$ cat src/rtl/brisc_dbg_pkg.sv
// brisc_dbg_pkg: definitions shared by the register file, the register dump
// engine and the debug serializer.
package brisc_dbg_pkg;

  // Register file geometry, shared by every block that touches the regfile.
  localparam int REG_ADDR_W = 4;
  localparam int REG_DATA_W = 16;

  // Dump engine states. DUMP_CHK is only reachable when the checksum word is
  // compiled in.
  typedef enum logic [1:0] {
    DUMP_IDLE    = 2'd0,
    DUMP_SETTLE  = 2'd1,
    DUMP_PRESENT = 2'd2,
    DUMP_CHK     = 2'd3
  } dump_state_e;

endpackage : brisc_dbg_pkg

$ cat src/rtl/regfile_dump.sv
// regfile_dump: walks a wrapping range of the register file through a spare
// read port and streams each value out over valid/ready. Each address is held
// for SETTLE_CYCLES before capture so that either phase of the register
// file's read/write alternation has produced stable data.
// Optional feature: define REGFILE_DUMP_CHECKSUM_EN to append a trailing word
// holding the XOR of all emitted register words (out_last moves to it).
module regfile_dump
  import brisc_dbg_pkg::*;
#(
  parameter int NUM_REGS      = 16,
  parameter int ADDR_W        = REG_ADDR_W,
  parameter int DATA_W        = REG_DATA_W,
  parameter int SETTLE_CYCLES = 2
) (
  input  logic              CLK,
  input  logic              RST_N,
  input  logic              start,
  input  logic              abort,
  input  logic [ADDR_W-1:0] base_addr,
  input  logic [ADDR_W:0]   count,
  output logic [ADDR_W-1:0] rd_addr,
  input  logic [DATA_W-1:0] rd_data,
  output logic [DATA_W-1:0] out_data,
  output logic              out_valid,
  input  logic              out_ready,
  output logic              out_last,
  output logic              busy,
  output logic              done
);

  localparam int SET_W = $clog2(SETTLE_CYCLES + 1);
  localparam int CNT_W = ADDR_W + 1;

  localparam logic [SET_W-1:0]  SETTLE_LOAD = SET_W'(SETTLE_CYCLES);
  localparam logic [CNT_W-1:0]  MAX_COUNT   = CNT_W'(NUM_REGS);
  localparam logic [ADDR_W-1:0] LAST_ADDR   = ADDR_W'(NUM_REGS - 1);

  dump_state_e       state_q, state_d;
  logic [ADDR_W-1:0] rd_addr_d;
  logic [CNT_W-1:0]  remaining_q, remaining_d;
  logic [SET_W-1:0]  settle_q, settle_d;
  logic [DATA_W-1:0] out_data_d;
  logic              out_valid_d, out_last_d, done_d;
  logic              handshake;
`ifdef REGFILE_DUMP_CHECKSUM_EN
  logic [DATA_W-1:0] chk_q, chk_d;
`endif

  assign handshake = out_valid & out_ready;
  assign busy      = (state_q != DUMP_IDLE);

  // Next-state and next-output logic for the dump sequencer.
  always_comb begin
    // NOTE: every signal gets a default here first, so no path through the
    // case statement can leave one unassigned and infer a latch.
    state_d     = state_q;
    rd_addr_d   = rd_addr;
    remaining_d = remaining_q;
    settle_d    = settle_q;
    out_data_d  = out_data;
    out_valid_d = out_valid;
    out_last_d  = out_last;
    done_d      = 1'b0;
`ifdef REGFILE_DUMP_CHECKSUM_EN
    chk_d       = chk_q;
`endif

    case (state_q)
      DUMP_IDLE: begin
        if (start) begin
          if (count == '0) begin
            done_d = 1'b1;
          end else begin
            rd_addr_d   = base_addr;
            remaining_d = (count > MAX_COUNT) ? MAX_COUNT : count;
            settle_d    = SETTLE_LOAD;
`ifdef REGFILE_DUMP_CHECKSUM_EN
            chk_d       = '0;
`endif
            state_d     = DUMP_SETTLE;
          end
        end
      end

      DUMP_SETTLE: begin
        if (settle_q == '0) begin
          out_data_d  = rd_data;
          out_valid_d = 1'b1;
`ifdef REGFILE_DUMP_CHECKSUM_EN
          out_last_d  = 1'b0;
          chk_d       = chk_q ^ rd_data;
`else
          out_last_d  = (remaining_q == CNT_W'(1));
`endif
          state_d     = DUMP_PRESENT;
        end else begin
          settle_d = settle_q - SET_W'(1);
        end
      end

      DUMP_PRESENT: begin
        if (handshake) begin
          if (remaining_q > CNT_W'(1)) begin
            rd_addr_d   = (rd_addr == LAST_ADDR) ? '0 : rd_addr + ADDR_W'(1);
            remaining_d = remaining_q - CNT_W'(1);
            settle_d    = SETTLE_LOAD;
            out_valid_d = 1'b0;
            state_d     = DUMP_SETTLE;
          end else begin
`ifdef REGFILE_DUMP_CHECKSUM_EN
            // Present the checksum straight away; chk_q already includes
            // the word just accepted.
            out_data_d  = chk_q;
            out_valid_d = 1'b1;
            out_last_d  = 1'b1;
            state_d     = DUMP_CHK;
`else
            out_valid_d = 1'b0;
            out_last_d  = 1'b0;
            done_d      = 1'b1;
            state_d     = DUMP_IDLE;
`endif
          end
        end
      end

`ifdef REGFILE_DUMP_CHECKSUM_EN
      DUMP_CHK: begin
        if (handshake) begin
          out_valid_d = 1'b0;
          out_last_d  = 1'b0;
          done_d      = 1'b1;
          state_d     = DUMP_IDLE;
        end
      end
`endif

      default: state_d = DUMP_IDLE;
    endcase

    // Abort overrides everything, including a start seen in IDLE; the read
    // address is left where it was.
    if (abort) begin
      state_d     = DUMP_IDLE;
      rd_addr_d   = rd_addr;
      out_data_d  = out_data;
      out_valid_d = 1'b0;
      out_last_d  = 1'b0;
      done_d      = 1'b0;
    end
  end

  // State, counters and output registers.
  always_ff @(posedge CLK or negedge RST_N) begin
    if (!RST_N) begin
      state_q     <= DUMP_IDLE;
      rd_addr     <= '0;
      remaining_q <= '0;
      settle_q    <= '0;
      out_data    <= '0;
      out_valid   <= 1'b0;
      out_last    <= 1'b0;
      done        <= 1'b0;
`ifdef REGFILE_DUMP_CHECKSUM_EN
      chk_q       <= '0;
`endif
    end else begin
      // NOTE: non-blocking assignments so every register updates from the
      // values present before the edge, independent of statement order.
      state_q     <= state_d;
      rd_addr     <= rd_addr_d;
      remaining_q <= remaining_d;
      settle_q    <= settle_d;
      out_data    <= out_data_d;
      out_valid   <= out_valid_d;
      out_last    <= out_last_d;
      done        <= done_d;
`ifdef REGFILE_DUMP_CHECKSUM_EN
      chk_q       <= chk_d;
`endif
    end
  end

endmodule : regfile_dump

$ cat config.mk
export PLATFORM = sky130hd
export DESIGN_NAME = regfile_dump
export DESIGN_NICKNAME = d
export VERILOG_FILES = /design/src/rtl/brisc_dbg_pkg.sv /design/src/rtl/regfile_dump.sv
export SDC_FILE = /design/constraint.sdc
export NUM_CORES = 1
export LEC_CHECK = 0
export ABC_AREA = 1
export BUFFER_PORTS_ARGS = -buffer_cell sky130_fd_sc_hd__buf_2
export CELL_PAD_IN_SITES_DETAIL_PLACEMENT = 1
export CELL_PAD_IN_SITES_GLOBAL_PLACEMENT = 2
export CORE_ASPECT_RATIO = 1.75
export CORE_MARGIN = 1.5
export CORE_UTILIZATION = 31
export CTS_CLUSTER_DIAMETER = 120
export CTS_CLUSTER_SIZE = 8
export DETAILED_ROUTE_END_ITERATION = 12
export GPL_TIMING_DRIVEN = 0
export PLACE_DENSITY_LB_ADDON = 0.1
export SETUP_SLACK_MARGIN = 0.4
export SYNTH_ARGS = -nofsm -noshare
export SYNTH_HDL_FRONTEND = slang
export SYNTH_SLANG_ARGS = --single-unit
$ cat constraint.sdc
create_clock -name CLK -period 3.4 [get_ports CLK]
set_input_delay 0.68 -clock CLK [delete_from_list [all_inputs] [get_ports CLK]]
set_output_delay 0.68 -clock CLK [all_outputs]
set_load 0.02 [all_outputs]
After elaboration in Yosys (flattened, before gate mapping):

Cells that the tools add are included.

* $add $sub $neg: 3
* order comparisons: 2
* equal/unequal tests: 14
* muxes and demuxes: 40
* bitwise gates (word level): 2
* reductions and logical operators: 14

Operators by type and width (count)
* two-way mux 5 bit: 5
* two-way mux 2 bit: 10
* two-way mux 4 bit: 5
* inequality test 3 bit, second input constant: 5
* two-way mux 1 bit: 13
* case mux 2 bit (3 select lines): 2
* AND reduction 6 bit: 2
* inequality test 2 bit, second input constant: 5
* case mux 5 bit (2 select lines): 1
* case mux 4 bit (2 select lines): 1
* AND reduction 4 bit: 2
* case mux 1 bit (2 select lines): 3
* AND reduction 3 bit: 2
* nonzero test 3 bit: 2
* == test 5 x 1 -> 1 bit, second input constant: 1
* greater-than comparator 5 x 1 -> 1 bit, second input constant: 1
* greater-than comparator 5 bit, second input constant: 1
* zero test 5 bit: 1
* AND reduction 5 bit: 1
* subtractor 5 x 1 -> 5 bit, second input constant: 1
* adder 4 x 1 -> 4 bit, second input constant: 1
* == test 4 bit, second input constant: 1
* zero test 2 bit: 2
* nonzero test 2 bit: 2
* 5 further kinds: 5

* bits in registers: 32
* bits of input ports: 30
* output and inout bits: 24
* word-level logic and storage cells: 83

Depth between registers and ports, before layout:

* depth in word-level cells: 5
* depth in mapped cells: 10
* gate-level depth less buffers: 9

Least setup slack after synthesis:

No wires, ideal clock.

* path type: input port to flip-flop
* start point: input port out_ready
* end point: register remaining_q[4]
* library setup time: 0.116 ns
* arrival time: 1.379 ns
* required time: 3.284 ns
* slack: 1.905 ns
* stages: 7
* path buffers: 0
* cells stage by stage: nand2_1 > nand2_1 > nand2_1 > nor2_1 > nand3_1 > nand2_1 > nand2_1

* word-level cells in the longest chain between the ends: 3

Ends and longest elaborated chain
* start: declaration: RTL line regfile_dump.sv:25 `input logic out_ready,`
* AND 1 bit: RTL line regfile_dump.sv:49 `assign handshake = out_valid & out_ready;`
* inequality test 2 bit (no source line)
* AND reduction 5 bit (no source line)
* end signal: assignment: RTL line regfile_dump.sv:172 `remaining_q <= remaining_d;`
* end: declaration: RTL line regfile_dump.sv:40 `logic [CNT_W-1:0] remaining_q, remaining_d;`

No other way between the ends.
A chain may end at the register's enable or synchronous reset.

Worst setup path after layout:

* start point: register state_q[0]
* end point: output port busy

* word-level cells in the longest chain between the ends: 1

Ends and longest elaborated chain
* start: declaration: RTL line regfile_dump.sv:38 `dump_state_e state_q, state_d;`
* start signal: assignment: RTL line regfile_dump.sv:170 `state_q <= state_d;`
* nonzero test 2 bit: RTL line regfile_dump.sv:50 `assign busy = (state_q != DUMP_IDLE);`
* end: declaration: RTL line regfile_dump.sv:27 `output logic busy,`

No other way between the ends.

==> flow_metrics.env <==
export IMPL_finalCritPeriodShare_pct=55.1
export IMPL_cts_sinks=32
export IMPL_hold_viol=0
export IMPL_core_mm2=0.00526
export IMPL_max_slew_worst_pin_slew_ps=732
export IMPL_hold_path_class="primary input to async pin"
export IMPL_setup_slack_ps=1530
export IMPL_start_util_pct=32.3
export IMPL_synth_cell_area_mm2=0.00170
export IMPL_nNetsFinal=295
export IMPL_finalSetupTns_ps=0
export IMPL_post_cts_resized=0
export IMPL_vdd_drop_max_uv=318
export IMPL_overflow=0
export IMPL_hold_buffers=0
export IMPL_hold_slack_ps=442
export IMPL_slew_viol_final=0
export IMPL_path_clk_slew_ps=70
export IMPL_synth_warnings=0
export IMPL_clk_latency_ps=290
export IMPL_endpoint_kind="output port"
export IMPL_grt_max_degree=33
export IMPL_cts_tree="done"
export IMPL_ios=54
export IMPL_synth_seq_cells=32
export IMPL_syn_num_nets=235
export IMPL_die_width_um=58.9
export IMPL_finalWirelength_um=4460
export IMPL_final_area_mm2=0.00212
export IMPL_cts_root_buffer="clkbuf_8"
export IMPL_grt_usage_pct=16.7
export IMPL_mostFrequentLayoutCells="65 x nand2_1, 55 x buf_2, 32 x dfrtp_1, 21 x inv_1, 20 x nor2_1"
export IMPL_ys_types=23
export IMPL_relSlewSlack_pct=51.2
export IMPL_min_period_ps=1870
export IMPL_port_buffers=53
export IMPL_avgRoutedWirePerCell_um=14.1
export IMPL_grt_pass1_vias=1673
export IMPL_layout_drive_gt1_share_pct=32.1
export IMPL_post_cts_setup_buffers=0
export IMPL_diodes=0
export IMPL_h_tree_depth=2
export IMPL_p_per_area_mw_per_mm2=883
export IMPL_cp_start_kind="flip-flop"
export IMPL_maxClockFrequency_ghz=0.534
export IMPL_die_y_um=101
export IMPL_fin_skew_ps=7.02
export IMPL_cp_required_ps=2720
export IMPL_syn_avg_cell_area_um2=8.45
export IMPL_crit_arrival_ps=1190
export IMPL_rsz0062_at_grt="false"
export IMPL_layout_commonest_cell="nand2_1"
export IMPL_r2r_setup_slack_ps=1760
export IMPL_total_power_uw=1870
export IMPL_via_count=1559
export IMPL_via_per_inst=4.92
export IMPL_gp_congestion=0.746
export IMPL_cap_violations=0
export IMPL_yosysSeqAreaShare_pct=47.2
export IMPL_drt_iter0_drc=25
export IMPL_status="finished clean"
export IMPL_finalSetupViolCount=0
export IMPL_drc=0
export IMPL_dieArea_mm2=0.00595
export IMPL_pre_cts_ws_ps=1450
export IMPL_dpl_hpwl_um=3510
export IMPL_cts_buffers=5
export IMPL_row_count=35
export IMPL_place_area_mm2=0.00203
export IMPL_power_leakage_uw=0.00117
export IMPL_ant_nets=0
export IMPL_antenna_found_initial=0
export IMPL_first_pass_iters=4
export IMPL_ctsLongestPathBuffers=2
export IMPL_crit_path_max_fanout=6
export IMPL_areaGrowthSynthToFinish_pct=25.0
export IMPL_grt_pass1_wl_um=7530
export IMPL_synthCells=201
export IMPL_path_class="flip-flop to output port"
==> synth_stat cells <==
| library cell | count | area, um^2 |
|---|---|---|
| nand2_1 | 65 | 244 |
| dfrtp_1 | 32 | 801 |
| inv_1 | 21 | 78.8 |
| nor2_1 | 20 | 75.1 |
| mux2_2 | 16 | 180 |
| nand3_1 | 14 | 70.1 |
| nand4_1 | 9 | 56.3 |
| ha_1 | 4 | 50.1 |
| o21ai_0 | 4 | 20.0 |
| buf_2 | 2 | 10.0 |
| buf_4 | 2 | 15.0 |
| a21oi_1 | 1 | 5.00 |
| a22oi_1 | 1 | 7.51 |
| buf_6 | 1 | 11.3 |
| inv_2 | 1 | 3.75 |
| nand2_2 | 1 | 6.26 |
| nand3_2 | 1 | 10.0 |
| nand3_4 | 1 | 17.5 |
| nand3b_1 | 1 | 7.51 |
| nor3_1 | 1 | 5.00 |
| nor3b_1 | 1 | 7.51 |
| o21bai_1 | 1 | 7.51 |
| xnor2_1 | 1 | 8.76 |
==> sequential cells by signal, indices dropped and copies added, names as in the netlist <==
| name | cells |
|---|---|
| out_valid | 1 |
| done | 1 |
| out_last | 1 |
| settle_q | 2 |
| state_q | 2 |
| remaining_q | 5 |
| out_data | 16 |
| rd_addr | 4 |
==> layer usage <==
metal  up-vias  global-route usage, %  wire length [um]
li1        769                      -                 -
met1       749                   16.9              1670
met2        34                   31.9              2510
met3         7                   3.85               197
met4         0                   5.77                74
met5         -                      0                 0
==> layout make-up <==
type                    count  area [um^2]
fillers                   682         3130
flip-flops and latches     32          801
multi-input cells         142          778
repair buffers             53          265
clock buffers               8         90.1
inverters                  22         82.6
well taps                  55         68.8
plain buffers               5         36.3
==> metrics by stage <==
step,utilization [%],instances
5_1_grt,40.4,317
6_report,40.4,317
3_5_place_dp,38.7,309
4_1_cts,40.4,317
2_1_floorplan,-,201
3_3_place_gp,38.7,309
==> final timing paths <==
check	startpoint	to	cells past startpoint
setup / recovery	state_q[0]$_DFFE_PN0P_	busy	3
hold reg to reg	out_last$_DFFE_PN0P_	out_last$_DFFE_PN0P_	2
max in group asynchronous	RST_N	done$_DFF_PN0_	1
min in group CLK	out_last$_DFFE_PN0P_	out_last$_DFFE_PN0P_	2
hold / removal	RST_N	remaining_q[2]$_DFFE_PN0P_	1
setup reg to reg	state_q[1]$_DFFE_PN0P_	remaining_q[0]$_DFFE_PN0P_	8
==> critical path: stages (launching register included) <==
cell,delay (ps)
dfrtp_1,440
nor2_1,240
inv_1,70
buf_2,160
==> kinds of logic after synthesis <==
group                    share of synthesized area (%)
AO/OA/AOI/OAI                                     2.36
adder cells (fa/ha/maj)                           2.95
AND/OR/NAND/NOR                                   29.4
buffers and inverters                             7.00
XOR/XNOR                                         0.516
multiplexers                                      10.6
flip-flops                                        47.2
==> where the power goes <==
| part | internal, uW | total (uW) | switching, uW | leakage [uW] |
|---|---|---|---|---|
| Clock | 165 | 310 | 145 | 0.0000455 |
| Combinational | 343 | 899 | 556 | 0.000728 |
| Sequential | 548 | 666 | 117 | 0.000400 |
| Total | 1060 | 1870 | 818 | 0.00117 |
(Power assumes the default switching activity.)
